==> src/rtl/noc_writer.sv <==
// noc_writer: transmit side of the fabric port.
// It pops flits from the fabric-to-NoC show-ahead FIFO and injects them into the router input.
// Flow control uses one credit counter per virtual channel.
// Each packet is given one VC, chosen round-robin among the VCs that hold credit, and keeps it until its tail.
// Optional feature: define NOC_WRITER_CREDIT_CHECK_EN for a sticky credit/protocol error flag.
module noc_writer #(
  parameter int WIDTH        = 36,
  parameter int NUM_VC       = 2,
  parameter int DEPTH_PER_VC = 8
) (
  input  logic              clk,
  input  logic              rst,
  input  logic [WIDTH-1:0]  i_data_in,
  input  logic              i_empty,
  output logic              o_read_en,
  output logic [WIDTH-1:0]  o_flit_out,
  input  logic [NUM_VC-1:0] i_credits_in,
  output logic              o_credit_err
);

  localparam int VCW = (NUM_VC > 1) ? $clog2(NUM_VC) : 1;
  localparam int CW  = $clog2(DEPTH_PER_VC + 1);
  localparam logic [CW-1:0] CRED_MAX = CW'(DEPTH_PER_VC);
  localparam logic [CW-1:0] CRED_ONE = CW'(32'd1);

  typedef enum logic [0:0] {
    ST_ALLOC = 1'b0,
    ST_SEND  = 1'b1
  } state_t;

  state_t            r_state;
  logic [VCW-1:0]    r_cur_vc;
  logic [CW-1:0]     r_credit [NUM_VC];
  logic [WIDTH-1:0]  r_flit_out;

  logic              w_head;
  logic              w_tail;
  logic              w_alloc_found;
  logic [VCW-1:0]    w_alloc_vc;
  logic              w_cur_has_credit;
  logic              w_state_ok;
  logic              w_send;
  logic [VCW-1:0]    w_send_vc;
  logic [NUM_VC-1:0] w_send_v;
  logic [NUM_VC-1:0] w_at_max;
  logic [WIDTH-1:0]  w_flit;

  assign w_head = i_data_in[WIDTH-2];
  assign w_tail = i_data_in[WIDTH-3];

  // Round-robin scan starting after the last granted VC; first VC with a non-zero registered credit wins.
  always_comb begin
    logic [VCW-1:0] w_v;
    logic           w_hit;
    w_alloc_found = 1'b0;
    w_alloc_vc    = '0;
    w_v           = '0;
    w_hit         = 1'b0;
    for (int i = 1; i <= NUM_VC; i++) begin
      w_v           = VCW'((int'(r_cur_vc) + i) % NUM_VC);
      w_hit         = ~w_alloc_found & (r_credit[w_v] != '0);
      w_alloc_vc    = w_hit ? w_v : w_alloc_vc;
      w_alloc_found = w_alloc_found | w_hit;
    end
  end

  // Pop/emit decision: heads need any credit in ALLOC; stray non-heads are always popped; SEND needs credit on the held VC.
  always_comb begin
    w_cur_has_credit = (r_credit[r_cur_vc] != '0);
    w_state_ok = (r_state == ST_ALLOC) ? (~w_head | w_alloc_found) : w_cur_has_credit;
    o_read_en  = ~rst & ~i_empty & w_state_ok;
    w_send     = o_read_en & ((r_state == ST_SEND) | w_head);
    w_send_vc  = (r_state == ST_ALLOC) ? w_alloc_vc : r_cur_vc;
  end

  // Per-VC send strobes and full-credit flags used by the counters.
  always_comb begin
    w_send_v = '0;
    w_at_max = '0;
    for (int v = 0; v < NUM_VC; v++) begin
      w_send_v[v] = w_send & (w_send_vc == VCW'(v));
      w_at_max[v] = (r_credit[v] == CRED_MAX);
    end
  end

  // Outgoing flit: force valid and stamp the VC field; every other bit passes through unchanged.
  always_comb begin
    w_flit                   = i_data_in;
    w_flit[WIDTH-1]          = 1'b1;
    w_flit[WIDTH-4 -: VCW]   = w_send_vc;
  end

  // Credit counters: a send decrements, a return increments, both together cancel, and a return at full credit saturates.
  always_ff @(posedge clk) begin
    if (rst) begin
      for (int v = 0; v < NUM_VC; v++) begin
        r_credit[v] <= CRED_MAX;
      end
    end else begin
      for (int v = 0; v < NUM_VC; v++) begin
        case ({w_send_v[v], i_credits_in[v]})
          2'b10:   r_credit[v] <= r_credit[v] - CRED_ONE;
          2'b01:   r_credit[v] <= w_at_max[v] ? CRED_MAX : (r_credit[v] + CRED_ONE);
          default: r_credit[v] <= r_credit[v];
        endcase
      end
    end
  end

  // Packet FSM with registered flit output; a single-flit packet returns straight to ALLOC.
  always_ff @(posedge clk) begin
    if (rst) begin
      r_state    <= ST_ALLOC;
      r_cur_vc   <= VCW'(NUM_VC - 1);
      r_flit_out <= '0;
    end else begin
      r_flit_out <= w_send ? w_flit : '0;
      case (r_state)
        ST_ALLOC: begin
          if (w_send) begin
            r_cur_vc <= w_alloc_vc;
            r_state  <= w_tail ? ST_ALLOC : ST_SEND;
          end
        end
        ST_SEND: begin
          if (w_send) begin
            r_state <= w_tail ? ST_ALLOC : ST_SEND;
          end
        end
        default: r_state <= ST_ALLOC;
      endcase
    end
  end

  assign o_flit_out = r_flit_out;

`ifdef NOC_WRITER_CREDIT_CHECK_EN
  logic w_discard;
  logic w_overflow;
  logic r_credit_err;

  assign w_discard  = o_read_en & (r_state == ST_ALLOC) & ~w_head;
  assign w_overflow = |(i_credits_in & ~w_send_v & w_at_max);

  // Sticky error: set on a credit return beyond depth or a discarded non-head flit; cleared only by reset.
  always_ff @(posedge clk) begin
    if (rst) begin
      r_credit_err <= 1'b0;
    end else begin
      r_credit_err <= r_credit_err | w_discard | w_overflow;
    end
  end

  assign o_credit_err = r_credit_err;
`else
  assign o_credit_err = 1'b0;
`endif

endmodule

==> config.mk <==
export PLATFORM = sky130hd
export DESIGN_NAME = noc_writer
export DESIGN_NICKNAME = d
export VERILOG_FILES = /design/src/rtl/noc_writer.sv
export SDC_FILE = /design/constraint.sdc
export NUM_CORES = 1
export LEC_CHECK = 0
export CAP_MARGIN = 20
export CORE_ASPECT_RATIO = 1.75
export CORE_MARGIN = 2
export CORE_UTILIZATION = 25
export CTS_BUF_LIST = sky130_fd_sc_hd__clkbuf_16
export DETAILED_ROUTE_END_ITERATION = 16
export GPL_TIMING_DRIVEN = 0
export PLACE_DENSITY_LB_ADDON = 0.25
export SYNTH_ARGS = -nofsm -noshare
export SYNTH_HDL_FRONTEND = slang
export SYNTH_SLANG_ARGS = --single-unit
==> constraint.sdc <==
create_clock -name clk -period 2.8 [get_ports clk]
set_clock_uncertainty 0.15 [all_clocks]
set_input_delay 0.7 -clock clk [delete_from_list [all_inputs] [get_ports clk]]
set_output_delay 0.7 -clock clk [all_outputs]
set_load 0.01 [all_outputs]
==> out/metrics.cfg <==
[yosys]
ys_seq_elements=47
synth_top_area_cell=dfxtp_1
syn_area_per_cell_sq_um=11.3
syn_area_sq_um=2000
ys_async_sr_fraction_pct=0
synth_warnings=0
ys_seq_area_share_pct=50.9
synth_area_leaders=dfxtp_1, edfxtp_1, and2_4
syn_inst=177
yosysMostFrequentCell=dfxtp_1
synthTopCellsByCount=dfxtp_1, and2_4, and2_1
ys_types=40
syn-num-nets=227
synth_edf_count=8
synth.top_cell.area_share_pct=39.0
synth-main-ff-cell=dfxtp_1

[clocking]
htreeDepth=2
clockRootBuffer=clkbuf_16
clock_sinks=47
path_clk_slew_ns=0.06
holdBufCountCts=0
cts_buffers=5
clock_path_buffers=2
cts_tree=built
clk_latency_ns=0.29

[run]
cap_violations=0

[drt]
wl_per_cell_um=12.7
vias_per_cell=4.35
route.detailed.drc=0
routed_wl_um=4650
ant_nets=0
detail_route.iter0.violations=42
drtPass1Iterations=4
vias=1591

[pwr]
p_leak_nw=1.34
powerDensity_nw_per_um2=535
ir_drop_mv=0.499

[die]
rows=43
initial_core_util_pct=25.5
top_level_ports=79
dieArea_sq_um=8780
core_area_sq_um=7860
die_w_um=71.7
fp.dieH_um=122

[worst_hold_path]
whs_path_depth=1
hp-class=reg -> reg
holdPathEnd=r_credit[1][0]
hold_path_startpoint=r_credit[1][0]

[critical_path]
critical_path.endpoint_type=register
crit_fanout=4
critical_path_class=reg -> reg
crit_chain=or4_4 -> nand3_4 -> o21ai_4 -> or3_4 -> ha_4 -> nor4_4 -> nor2_2 -> a32oi_1 -> a2bb2oi_1
slowest_stage=or4_4
r2r_cells=9
r2r_slack_ns=-0.02
worst-path-buf-inv=0
arrival_ns=2.71
critPathTopFamily=simple AND/OR/NAND/NOR gates
rr_endpoint=r_credit[1][2]
required_ns=2.69
max_stage_delay_ns=0.59
r2r-start=r_credit[1][1]
startpoint=r_credit[1][1]
start_kind=register

[sta]
max_freq_ghz=0.355
fin_hold_ws_ns=0.524
worst_slack_ns=-0.0181
setup_viol=2
slew_violations=0
fin_crit_sh_pct=101
rsz0062_at_grt=true
hold_violations=0
min_period_ns=2.82

[global_routing]
antenna_found_initial=0
grt_max_degree=15
grt_pass1_vias=1659
track_usage_pct=10.9
grt-ovfl-total=0
grt_pass1_wl_um=7400

[placed_design]
placed_area_sq_um=2880
portBuffers=75
place_hpwl_um=3360
gp_congestion=0.804

[finish]
fill_cells=772
drive_gt1_share_pct=29.7
fin_nets=325
final_area_sq_um=3270
area_growth_syn_to_layout_pct=63.3
antenna_cells=0

[status]
status=complete, but fails checks
failed_checks=setup timing

## cell type report
class	count	area [sq um]	share of cell area, %
timing repair buffer	91	871	26.6
buffer	4	41.3	1.26
sequential	47	1020	31.2
clock buffer	5	125	3.82
tap	90	113	3.44
inverter	10	37.5	1.15
clock inverter	3	16.3	0.497
multi-input combinational	116	1050	32.0
## power breakdown
| group | internal, W | switching, W |
|---|---|---|
| Clock | 0.000326 | 0.000252 |
| Sequential | 0.000736 | 0.0000344 |
| Combinational | 0.000234 | 0.000168 |
## cell usage in the layout (no fill, tap or decap), types with 2 or more instances in the layout
master | netlist | routed
a21boi_1 | 2 | 2
a21oi_1 | 2 | 2
a31oi_1 | 2 | 2
and2_1 | 10 | 9
and2_4 | 26 | 27
buf_4 | 1 | 16
buf_6 | 3 | 4
clkbuf_16 | 0 | 5
clkdlybuf4s50_1 | 0 | 72
dfxtp_1 | 39 | 39
edfxtp_1 | 8 | 8
ha_1 | 9 | 7
ha_4 | 0 | 2
inv_1 | 9 | 10
mux2i_1 | 5 | 5
nand2_1 | 7 | 6
nand2b_1 | 3 | 3
nand3_1 | 4 | 3
nor2_1 | 9 | 6
nor2_2 | 0 | 3
nor2b_1 | 3 | 2
nor3_1 | 3 | 2
o21a_4 | 2 | 2
o21ai_1 | 0 | 2
o21ai_2 | 3 | 2
or3_1 | 3 | 2
or4_4 | 2 | 2
xnor2_1 | 2 | 2
## worst max path at each step
stage	slack, ns	endpoint	cells after the start
3_3_place_gp	-0.76	r_credit[1][3]	11
2_1_floorplan	0.02	r_credit[0][2]	8
6_report	-0.02	r_credit[1][2]	9
5_1_grt	-0.13	r_credit[1][2]	9
4_1_cts	-0.03	r_credit[1][3]	11
3_5_place_dp	-0.75	r_credit[1][3]	11
## cell families after synthesis
kind of cell / share of synthesized area (%)
DFF: 50.9
other: 0.187
muxes: 3.06
xor gates and xnor gates: 1.31
adders and majority gates: 5.62
and+or+nand+nor: 25.0
buffers and inverters: 3.93
AOI/OAI and AO/OA: 9.99
## sequential cells by signal (all words and copies together), names as in the netlist, named ones only
register and cells:
o_flit_out 36, r_credit 8, r_cur_vc 1
## what timing repair did
item | CTS | global route
gates cloned | 0 | 0
gates resized for setup | 21 | 11
endpoints found under the hold margin | 0 | 0
setup buffers | 9 | 7
pin swaps | 7 | 7
endpoints found under the setup margin | 17 | 8
## per-stage QoR
stage | setup slack, ns | util [%] | cells | total power (W) | setup TNS (ns)
finish | -0.0181 | 41.7 | 366 | 0.00175 | -0.0183
CTS | -0.0273 | 40.5 | 359 | 0.00175 | -0.0475
global placement | -0.761 | 36.6 | 342 | 0.00109 | -9.58
global route | -0.127 | 41.7 | 366 | 0.00183 | -0.502
floorplan | 0.0170 | - | 177 | 0.000964 | 0
detailed placement | -0.746 | 36.6 | 342 | 0.00110 | -9.76
## routing by layer
| metal | GRT usage (%) | part of all wire [%] | up-vias |
|---|---|---|---|
| li1 | - | - | 785 |
| met1 | 10.6 | 36 | 749 |
| met5 | 0 | 0 | - |
| met4 | 6.25 | 2.5 | 0 |
| met2 | 19.6 | 56 | 49 |
| met3 | 3.69 | 5.8 | 8 |
No activity file was read; power rests on OpenSTA's default activity.
